## src/rtl/wb_arbiter.sv

```systemverilog
// Register-file write-port arbiter: ALU results win, memory results queue in a FIFO.
// Define WB_MEM_BYPASS_EN to let a memory result skip an empty FIFO when the ALU is idle.
module wb_arbiter #(
    parameter int ADD_WIDTH  = 5,
    parameter int DATA_WIDTH = 32,
    parameter int FIFO_DEPTH = 4
) (
    input  logic                          clk,
    input  logic                          rst,
    input  logic                          alu_valid,
    input  logic [ADD_WIDTH-1:0]          alu_rd,
    input  logic [DATA_WIDTH-1:0]         alu_result,
    input  logic                          issue_valid,
    input  logic [ADD_WIDTH-1:0]          issue_rd,
    input  logic                          mem_valid,
    output logic                          mem_ready,
    input  logic [ADD_WIDTH-1:0]          mem_rd,
    input  logic [DATA_WIDTH-1:0]         mem_data,
    output logic [ADD_WIDTH-1:0]          AD3,
    output logic [DATA_WIDTH-1:0]         WD3,
    output logic                          WE3,
    output logic [2**ADD_WIDTH-1:0]       busy,
    output logic [$clog2(FIFO_DEPTH):0]   fifo_count
);

    localparam int PTR_W = $clog2(FIFO_DEPTH);
    localparam int CNT_W = PTR_W + 1;
    localparam int NREG  = 2**ADD_WIDTH;

    logic [ADD_WIDTH-1:0]  fifoRd_q   [FIFO_DEPTH];
    logic [DATA_WIDTH-1:0] fifoData_q [FIFO_DEPTH];

    logic [PTR_W-1:0]      wrPtr_q, wrPtr_d;
    logic [PTR_W-1:0]      rdPtr_q, rdPtr_d;
    logic [CNT_W-1:0]      count_q, count_d;
    logic [ADD_WIDTH-1:0]  ad3_q, ad3_d;
    logic [DATA_WIDTH-1:0] wd3_q, wd3_d;
    logic                  we3_q, we3_d;
    logic                  memSrc_q, memSrc_d;
    logic [NREG-1:0]       busy_q, busy_d;

    logic                  fifoEmpty, fifoFull, memHs, bypass, push, pop;
    logic                  selValid, selMem;
    logic [ADD_WIDTH-1:0]  selRd;
    logic [DATA_WIDTH-1:0] selData;

    always_comb begin
        fifoEmpty = (count_q == '0);
        fifoFull  = (count_q == CNT_W'(FIFO_DEPTH));
        mem_ready = !fifoFull && !rst;
        memHs     = mem_valid && mem_ready;
        bypass    = 1'b0;
`ifdef WB_MEM_BYPASS_EN
        bypass    = memHs && fifoEmpty && !alu_valid;
`endif
        push      = memHs && !bypass;
        pop       = !alu_valid && !fifoEmpty;

        selValid  = 1'b0;
        selMem    = 1'b0;
        selRd     = '0;
        selData   = '0;
        if (alu_valid) begin
            selValid = 1'b1;
            selRd    = alu_rd;
            selData  = alu_result;
        end else if (pop) begin
            selValid = 1'b1;
            selMem   = 1'b1;
            selRd    = fifoRd_q[rdPtr_q];
            selData  = fifoData_q[rdPtr_q];
        end else if (bypass) begin
            selValid = 1'b1;
            selMem   = 1'b1;
            selRd    = mem_rd;
            selData  = mem_data;
        end

        // Writes to x0 still consume their source but never assert the write enable.
        we3_d    = selValid && (selRd != '0);
        ad3_d    = selRd;
        wd3_d    = selData;
        memSrc_d = selMem && we3_d;

        wrPtr_d  = push ? wrPtr_q + PTR_W'(1) : wrPtr_q;
        rdPtr_d  = pop  ? rdPtr_q + PTR_W'(1) : rdPtr_q;
        count_d  = count_q + CNT_W'(push) - CNT_W'(pop);

        // Clear lands when the register file captures the memory write; a new issue overrides it.
        busy_d = busy_q;
        if (we3_q && memSrc_q)
            busy_d[ad3_q] = 1'b0;
        if (issue_valid && (issue_rd != '0))
            busy_d[issue_rd] = 1'b1;
        busy_d[0] = 1'b0;
    end

    always_ff @(posedge clk) begin
        if (rst) begin
            wrPtr_q  <= '0;
            rdPtr_q  <= '0;
            count_q  <= '0;
            ad3_q    <= '0;
            wd3_q    <= '0;
            we3_q    <= 1'b0;
            memSrc_q <= 1'b0;
            busy_q   <= '0;
        end else begin
            wrPtr_q  <= wrPtr_d;
            rdPtr_q  <= rdPtr_d;
            count_q  <= count_d;
            ad3_q    <= ad3_d;
            wd3_q    <= wd3_d;
            we3_q    <= we3_d;
            memSrc_q <= memSrc_d;
            busy_q   <= busy_d;
        end
    end

    always_ff @(posedge clk) begin
        if (push && !rst) begin
            fifoRd_q[wrPtr_q]   <= mem_rd;
            fifoData_q[wrPtr_q] <= mem_data;
        end
    end

    assign AD3        = ad3_q;
    assign WD3        = wd3_q;
    assign WE3        = we3_q;
    assign busy       = busy_q;
    assign fifo_count = count_q;

endmodule

```

## config.mk

```make
export PLATFORM = sky130hd
export DESIGN_NAME = wb_arbiter
export DESIGN_NICKNAME = d
export VERILOG_FILES = /design/src/rtl/wb_arbiter.sv
export SDC_FILE = /design/constraint.sdc
export NUM_CORES = 1
export LEC_CHECK = 0
export ABC_AREA = 0
export CORE_MARGIN = 1.5
export CORE_UTILIZATION = 47
export DETAILED_ROUTE_END_ITERATION = 10
export DONT_BUFFER_PORTS = 1
export PLACE_DENSITY = 0.63
export SLEW_MARGIN = 10
export SYNTH_ARGS = -nofsm -noshare
export SYNTH_HDL_FRONTEND = slang
export SYNTH_SLANG_ARGS = --single-unit
```

## constraint.sdc

```tcl
create_clock -name clk -period 2.9 [get_ports clk]
set_input_delay 0.58 -clock clk [delete_from_list [all_inputs] [get_ports clk]]
set_output_delay 0.58 -clock clk [all_outputs]
set_load 0.01 [all_outputs]
```

Yosys cells after proc, flatten, opt, wreduce, memory -nomap -nowiden
Memories as Yosys holds them, arrays and structs flattened. A register that Yosys moved wholly into a read port is not among the register bits.
Cells that the tools add are included.
{"block": "word_totals", "latch_bits": 0, "memories": 2, "mem_bits_rw": 148, "in_bits": 84, "wordCells": 59, "mem_bits_ro": 0, "out_inout_bits": 74, "ff_bits": 78}
{"block": "classes", "magnitude_cmp": 4, "add_sub_neg": 4, "mul": 0, "shift": 0, "div": 0, "n_bitwise": 3, "mux": 19, "eq_ne": 1, "n_reduce_logical": 17}
{"name": "fifoData_q", "words": 4, "width": 32, "rd": 1, "rd_ports_with_merged_regs": 1, "wr": 1, "line": "31", "text": "logic [DATA_WIDTH-1:0] fifoData_q [FIFO_DEPTH];"}
{"name": "fifoRd_q", "words": 4, "width": 5, "rd": 1, "rd_ports_with_merged_regs": 1, "wr": 1, "line": "30", "text": "logic [ADD_WIDTH-1:0] fifoRd_q [FIFO_DEPTH];"}
{"operator": "32-bit 2-to-1 mux", "n": 4}
{"operator": "32-bit bitwise AND", "n": 1}
{"operator": "32-bit NOT", "n": 1}
{"operator": "32-bit bitwise OR", "n": 1}
{"operator": "5-bit by 6-bit < comparator with 1-bit output (second input constant)", "n": 2}
{"operator": "1-bit demux with 5-bit select", "n": 2}
{"operator": "5-bit by 1-bit >= comparator with 1-bit output (second input constant)", "n": 2}
{"operator": "1-bit logical AND", "n": 10}
{"operator": "5-bit 2-to-1 mux", "n": 2}
{"operator": "5-bit nonzero test", "n": 2}
{"operator": "2-bit 2-to-1 mux", "n": 4}
{"operator": "1-bit 2-to-1 mux", "n": 7}
{"operator": "2-bit by 1-bit adder with 2-bit output (second input constant)", "n": 2}
{"operator": "1-bit zero test", "n": 4}
{"operator": "3-bit by 1-bit adder with 3-bit output", "n": 1}
{"operator": "3-bit == test (second input constant)", "n": 1}
{"operator": "3-bit zero test", "n": 1}
{"operator": "3-bit by 1-bit subtractor with 3-bit output", "n": 1}

Logic depth before layout (Yosys ltp)
Gate-level depths: netlist of run 1.
{"block": "depth", "depth_word": 9, "ltp_mapped": 10, "ltp_nobuf": 10}

Least setup slack after synthesis of run 1
Ideal clock, no wire load.
{"block": "synth_path", "path_type": "input to register", "from": "input port rst", "to": "register count_q[2] (netlist: fifo_count[2])", "setup_slack_ns": 0.444, "setup_ns": 0.128, "stages": 10, "path_buffers": 1, "required_ns": 2.772, "arrival_ns": 2.328, "path_cell_list": "clkbuf_1 a211oi_2 inv_1 ha_1 inv_1 ha_1 fa_1 xnor2_1 xnor2_1 nor2_1"}
{"block": "synth_via", "elab_chain_len": 5}
{"item": "start: declaration", "line": "9", "text": "input logic rst,"}
{"item": "1-bit zero test", "line": "50", "text": "mem_ready = !fifoFull && !rst;"}
{"item": "1-bit logical AND", "line": "50"}
{"item": "1-bit logical AND", "line": "51", "text": "memHs = mem_valid && mem_ready;"}
{"item": "3-bit by 1-bit adder with 3-bit output", "line": "87", "text": "count_d = count_q + CNT_W'(push) - CNT_W'(pop);"}
{"item": "3-bit by 1-bit subtractor with 3-bit output", "line": "87"}
{"item": "end signal: assignment", "line": "111", "text": "count_q <= count_d;"}
{"item": "end: declaration", "line": "35", "text": "logic [CNT_W-1:0] count_q, count_d;"}
Several ways; a longest one is shown, not always the timed one.
A chain may end at the register's enable or synchronous reset.

Worst setup path after layout of run 1
{"block": "layout_path", "from": "register count_q[1] (netlist: fifo_count[1])", "to": "register count_q[2] (netlist: fifo_count[2])"}
{"block": "layout_via", "elab_chain_len": 6, "elab_cells_between_ends": 9, "cone_classes": "2 x add/sub; 1 x eq/ne; 6 x reduce/logical"}
{"item": "3-bit == test", "line": "49", "text": "fifoFull = (count_q == CNT_W'(FIFO_DEPTH));"}
{"item": "1-bit zero test", "line": "50"}
{"item": "1-bit logical AND", "line": "50"}
{"item": "1-bit logical AND", "line": "51"}
{"item": "3-bit by 1-bit adder with 3-bit output", "line": "87"}
{"item": "3-bit by 1-bit subtractor with 3-bit output *", "line": "87"}
Mark *: on every way between the ends. The rest lies on a longest branch, timed or not.

==> flow_metrics.env, run 1 <==
export IMPL_skew_ns=0.00785
export IMPL_crit_path_end_kind="register"
export IMPL_critPathCapture="fifo_count[2]"
export IMPL_worst_r2r_cell_count=10
export IMPL_route_detailed_drc=0
export IMPL_regArea_mm2=0.00603
export IMPL_wl_per_cell_um=21.8
export IMPL_grt_usage=0.183
export IMPL_num_antenna_cells=0
export IMPL_worst_slew_pin_slew_ns=1.02
export IMPL_ys_flop_type="edfxtp_1"
export IMPL_path_class="register to register"
export IMPL_internal_power_mw=6.03
export IMPL_path_max_fanout=5
export IMPL_synth_nets=624
export IMPL_hold_path_class="primary input to register"
export IMPL_startpoint="fifo_count[1]"
export IMPL_h_tree_depth=1
export IMPL_yosysWarnings=0
export IMPL_row_count=48
export IMPL_dp_slack_ns=0.599
export IMPL_synth_seq_area_share=0.725
export IMPL_fin_crit_sh=0.798
export IMPL_cts_max_path_buffers=3
export IMPL_antenna_found_initial=0
export IMPL_cts_setup_buffers=0
export IMPL_stdcell_count=783
export IMPL_drive_above_1_share=0.167
export IMPL_port_buffers=0
export IMPL_arrival_ns=2.71
export IMPL_nNetsFinal=633
export IMPL_ys_ff_latch=227
export IMPL_hpwlAfterDp_mm=10.6
export IMPL_area_delta_synth_final_pct=12.3
export IMPL_total_leakage_power_nw=3.04
export IMPL_fin_area_mm2=0.00934
export IMPL_dieArea_mm2=0.0185
export IMPL_numCtsBuffers=23
export IMPL_worst_ep_required_time_ns=3.29
export IMPL_gp_congestion=0.844
export IMPL_maxCapViolCount=0
export IMPL_synth_edf_count=148
export IMPL_drt_iter0_drc=338
export IMPL_grt_pass1_vias=4538
export IMPL_powerDensity_mw_per_mm2=848
export IMPL_finalHoldViolations=0
export IMPL_synth_area_leaders="edfxtp_1 53%, dfxtp_1 19%, mux4_2 10%, a22oi_1 3.3%, nor2_1 2.2%"
export IMPL_clkPwrFrac=0.374
export IMPL_finalPower_mw=7.92
export IMPL_postPlaceCellArea_mm2=0.00858
export IMPL_rsz0062_at_grt="false"
export IMPL_timing_rr_end="fifo_count[2]"
export IMPL_die_width_um=136
export IMPL_cts_hold_buf=0
export IMPL_synth_top_area_cell="edfxtp_1"
export IMPL_setup_violations=0
export IMPL_synth_commonest_cells="148 x edfxtp_1, 79 x dfxtp_1, 49 x nor2_1"
export IMPL_final_util=0.540
export IMPL_p_switching_mw=1.89
export IMPL_post_cts_resized=0
export IMPL_dr_total_vias=4488
export IMPL_min_period_ns=2.31
export IMPL_cts_clk_slew_worst_paths_ns=0.06
export IMPL_grt_ovfl_total=0
export IMPL_synth_cells=533
export IMPL_ir_worst_vdd_uv=509
export IMPL_synthArstFlopShare=0
export IMPL_power_frac_seq=0.494
export IMPL_grt_max_degree=81
export IMPL_relSlewSlack=0.321
export IMPL_wl_mm=17.1
export IMPL_core_area_mm2=0.0173
export IMPL_slew_violations=0
export IMPL_grt_pass1_wl_mm=25.6
export IMPL_cts_root_buf="clkbuf_16"
export IMPL_setup_ws_ns=0.587
export IMPL_p_comb_frac=0.132
export IMPL_ant_nets=0
export IMPL_synth_area_mm2=0.00832
export IMPL_multi_input_area_mm2=0.00215
export IMPL_synth_top_area_share=0.534
export IMPL_viasPerCell=5.73
export IMPL_fin_tns_setup_ns=0
export IMPL_syn_area_per_cell_um2=15.6
export IMPL_drt_first_pass_iters=5
export IMPL_synth_most_common_cell="edfxtp_1"
export IMPL_status="finished clean"
export IMPL_setup_worst_path_start_class="register"
export IMPL_swShare=0.238
export IMPL_r2r_start="fifo_count[1]"
export IMPL_ioPinCount=158
export IMPL_place_inst=742
export IMPL_die_y_um=136
export IMPL_worst_hold_slack_ns=0.149
export IMPL_fmaxAchievable_mhz=432
export IMPL_cts_sinks=227
export IMPL_rrSetupSlack_ns=0.59
export IMPL_insertion_delay_ns=0.50
export IMPL_start_util=0.481
export IMPL_cts_tree="done"
export IMPL_yosysUniqueCellTypes=34
export IMPL_nFillCells=1359
export IMPL_hold_depth=1
[worst min-delay path by stage]
| stage | slack (ns) | from | endpoint |
|---|---|---|---|
| 2_1_floorplan | 0.49 | rdPtr_q[1] | register |
| 3_3_place_gp | 0.50 | rdPtr_q[1] | register |
| 3_5_place_dp | 0.51 | busy[22] | busy[22] |
| 4_1_cts | 0.13 | rst | WD3[17] |
| 5_1_grt | 0.13 | rst | WD3[17] |
| 6_report | 0.15 | rst | WD3[17] |
[kinds of logic (layout without fill, tap and decap cells)]
| logic type | Yosys count | count (layout) | share of synthesized area |
|---|---|---|---|
| AOI/OAI and AO/OA | 105 | 105 | 0.0760 |
| muxes | 37 | 37 | 0.100 |
| buffers and inverters | 35 | 60 | 0.0178 |
| xor gates and xnor gates | 5 | 5 | 0.00527 |
| and+or+nand+nor | 116 | 116 | 0.0642 |
| other | 1 | 1 | 0.000451 |
| DFF | 227 | 227 | 0.725 |
| adders and majority gates | 7 | 7 | 0.0114 |
[placed cells by master (no fill, tap or decap), types with 4 or more instances in the layout]
master / instances
mux4_2: 37
nand2_1: 37
nor3b_1: 5
nor2_1: 48
a21oi_1: 33
clkbuf_1: 6
dfxtp_1: 77
o21ai_0: 32
edfxtp_1: 148
ha_1: 6
xnor2_1: 5
inv_1: 7
and2_2: 4
buf_4: 12
clkbuf_16: 23
a22oi_1: 37
[flip-flops by register name, summed over array words and instances (netlist names), named ones only]
name	flops
memSrc_q	1
wrPtr_q	2
WD3	32
AD3	5
fifo_count	3
rdPtr_q	2
fifoData_q	128
fifoRd_q	20
WE3	1
busy	31
[power by group through the flow]
stage / sequential [mW] / combinational (mW) / clock (mW)
final: 3.91 / 1.04 / 2.97
after global placement: 3.98 / 1.04 / 0
after detailed placement: 3.99 / 1.06 / 0
after CTS: 3.92 / 1.07 / 3.03
after floorplan: 3.88 / 0.905 / 0
after global routing: 3.94 / 1.14 / 3.15
[critical path: stages (launching register included)]
cell	delay (ns)
dfxtp_1	0.47
nor2_1	0.10
a211oi_2	0.31
inv_1	0.08
ha_1	0.28
inv_1	0.04
ha_1	0.18
fa_1	0.38
xnor2_1	0.18
xnor2_1	0.14
nor2_1	0.05
[metal layers]
| layer | wire [µm] | global-route usage |
|---|---|---|
| met3 | 1700 | 0.0582 |
| met5 | 0 | 0 |
| met4 | 378 | 0.0621 |
| met2 | 8300 | 0.301 |
| met1 | 6670 | 0.231 |
[area by class of cell]
class / instances / area share
clock buffers: 34 / 0.0698
clock inverters: 7 / 0.0117
flip-flops and latches: 227 / 0.645
inverters: 7 / 0.00281
multi-input cells: 271 / 0.231
well taps: 225 / 0.0301
repair buffers: 12 / 0.00964
(Power assumes the default switching activity.)
==> inputs of run 2 (changes only) <==
--- a/config.mk
+++ b/config.mk
@@ -10,7 +10,7 @@
 export CORE_UTILIZATION = 47
 export DETAILED_ROUTE_END_ITERATION = 10
 export DONT_BUFFER_PORTS = 1
-export PLACE_DENSITY = 0.63
+export PLACE_DENSITY = 0.65
 export SLEW_MARGIN = 10
 export SYNTH_ARGS = -nofsm -noshare
 export SYNTH_HDL_FRONTEND = slang
==> constraint.sdc (replaced) <==
create_clock -name clk -period 2 [get_ports clk]
set_input_delay 0.4 -clock clk [delete_from_list [all_inputs] [get_ports clk]]
set_output_delay 0.4 -clock clk [all_outputs]
set_load 0.01 [all_outputs]
==> run 2 against run 1 <==
The flow now finishes with violations (hold timing, setup timing). Sequential power up 43%. Combinational power up 82%. Setup slack worse by 0.62 ns. Critical path depth unchanged. Wire length up 3.7%. Register-to-register slack worse by 0.62 ns. Die area unchanged. Worst hold slack worse by 0.19 ns. First-iteration DRC count down 27%. Cell area up 11%. Utilization up 6.0 points. Via count up 9.8%. Critical path type unchanged. Largest cell class unchanged.
==> flow_metrics.env, run 2 (synthesis gave the netlist of run 1 again) <==
export IMPL_status="finished, violations left"
export IMPL_violations="hold timing, setup timing"
export IMPL_crit_chain="nor2_2 > a211oi_4 > inv_1 > ha_1 > inv_1 > ha_2 > fa_2 > xnor2_2 > xnor2_1 > nor2_1"
export IMPL_setup_worst_path_start_class="register"
export IMPL_p_switching_mw=2.95
export IMPL_start_util=0.481
export IMPL_swShare=0.244
export IMPL_numCtsBuffers=24
export IMPL_drt_first_pass_iters=5
export IMPL_fin_crit_sh=1.02
export IMPL_wl_mm=17.7
export IMPL_path_max_fanout=4
export IMPL_worst_hold_slack_ns=-0.0402
export IMPL_cts_sinks=227
export IMPL_grt_pass1_vias=5179
export IMPL_die_y_um=136
export IMPL_layout_commonest_cell="edfxtp_1"
export IMPL_cts_clk_slew_worst_paths_ns=0.06
export IMPL_largest_register_ffs=128
export IMPL_setup_ws_ns=-0.0320
export IMPL_drive_above_1_share=0.194
export IMPL_regMostFlops="fifoData_q"
export IMPL_rsz0062_at_grt="true"
export IMPL_min_period_ns=2.03
export IMPL_crit_path_max_incr_delay_ns=0.36
export IMPL_startpoint="fifo_count[0]"
export IMPL_arrival_ns=2.43
export IMPL_row_count=48
export IMPL_antenna_found_initial=1
export IMPL_clkPwrFrac=0.379
export IMPL_worst_slew_pin_slew_ns=0.679
export IMPL_route_detailed_drc=0
export IMPL_most_common_layout_cells="148 x edfxtp_1, 75 x dlygate4sd3_1, 71 x dfxtp_1, 47 x nor2_1"
export IMPL_skew_ns=0.0207
export IMPL_powerDensity_mw_per_mm2=1160
export IMPL_nNetsFinal=724
export IMPL_worst_ep_required_time_ns=2.40
export IMPL_power_frac_seq=0.464
export IMPL_postPlaceCellArea_mm2=0.00871
export IMPL_fin_area_mm2=0.0104
export IMPL_die_width_um=136
export IMPL_core_area_mm2=0.0173
export IMPL_r2r_start="fifo_count[0]"
export IMPL_fmaxAchievable_mhz=492
export IMPL_finalHoldViolations=9
export IMPL_hold_path_class="primary input to register"
export IMPL_cp_slowest_cell="dfxtp_2"
export IMPL_port_buffers=0
export IMPL_finalPower_mw=12.1
export IMPL_total_leakage_power_nw=3.58
export IMPL_hold_start="rst"
export IMPL_area_delta_synth_final_pct=24.8
export IMPL_hpwlAfterDp_mm=10.6
export IMPL_setup_violations=1
export IMPL_cts_max_path_buffers=3
export IMPL_p_comb_frac=0.157
export IMPL_insertion_delay_ns=0.52
export IMPL_grt_max_degree=81
export IMPL_internal_power_mw=9.12
export IMPL_viasPerCell=5.62
export IMPL_slew_violations=0
export IMPL_relSlewSlack=0.546
export IMPL_ioPinCount=158
export IMPL_crit_path_end_kind="register"
export IMPL_dieArea_mm2=0.0185
export IMPL_wl_per_cell_um=20.2
export IMPL_drt_iter0_drc=246
export IMPL_cts_tree="done"
export IMPL_gp_congestion=0.842
export IMPL_grt_ovfl_total=0
export IMPL_path_class="register to register"
export IMPL_grt_usage=0.195
export IMPL_ant_nets=0
export IMPL_ir_worst_vdd_uv=749
export IMPL_h_tree_depth=1
export IMPL_grt_pass1_wl_mm=27.8
export IMPL_path_common_cell="inv_1"
export IMPL_maxCapViolCount=0
export IMPL_cts_root_buf="clkbuf_16"
export IMPL_dr_total_vias=4930
==> run 2: area by class of cell <==
cell class	instances	area, µm²
timing repair buffer	102	1010
sequential	227	6040
tap	225	282
clock inverter	11	160
antenna	1	2.50
inverter	7	26.3
fill	1317	6920
multi-input combinational	271	2180
clock buffer	33	676
==> run 2: timing repair <==
item / CTS / global route
resized for setup: 3 / 6
pin swaps: 3 / 3
setup buffers: 3 / 3
endpoints found under the hold margin: 227 / 44
endpoints found under the setup margin: 1 / 31
hold buffers: 71 / 4
==> run 2: power groups by stage <==
| stage | combinational [mW] | clock (mW) | sequential (mW) |
|---|---|---|---|
| after detailed placement | 1.72 | 0 | 5.70 |
| after global routing | 2.08 | 4.83 | 5.64 |
| after floorplan | 1.33 | 0 | 5.64 |
| final | 1.89 | 4.57 | 5.60 |
| after global placement | 1.68 | 0 | 5.68 |
| after CTS | 1.91 | 4.66 | 5.61 |
==> run 2: per-stage QoR <==
| stage | util | hold WS (ns) | setup slack (ns) | setup TNS (ns) | instances |
|---|---|---|---|---|---|
| 2_1_floorplan | - | 0.490 | -0.125 | -0.125 | 533 |
| 3_3_place_gp | 0.504 | 0.474 | 0.00440 | 0 | 751 |
| 3_5_place_dp | 0.504 | 0.479 | -0.0859 | -0.0859 | 751 |
| 4_1_cts | 0.595 | -0.0552 | -0.0490 | -0.0490 | 869 |
| 5_1_grt | 0.600 | -0.0607 | -0.107 | -0.107 | 876 |
| 6_report | 0.600 | -0.0402 | -0.0320 | -0.0320 | 877 |
==> run 2: layer usage <==
metal / vias to the layer above / global-route usage / wire [µm]
met5: - / 0 / 0
met4: 0 / 0.0585 / 393
met3: 25 / 0.0515 / 1440
met2: 211 / 0.333 / 8840
met1: 2468 / 0.244 / 7010
li1: 2226 / - / -
==> run 2: path summary, 6_finish.rpt <==
check	slack (ns)	cells after the start	end
min reg2reg	0.54	2	rdPtr_q[0]
max reg2reg	-0.03	10	fifo_count[2]
min	-0.04	1	fifo_count[1]
max	-0.03	10	fifo_count[2]
==> run 2: critical path, delay by kind of cell, from the launching register on <==
kind,cells,cell delay (ns)
AND/OR/NAND/NOR,2,0.13
buffers and inverters,2,0.12
XOR/XNOR,2,0.28
AO/OA/AOI/OAI,1,0.26
flip-flops,1,0.36
adder cells (fa/ha/maj),3,0.78
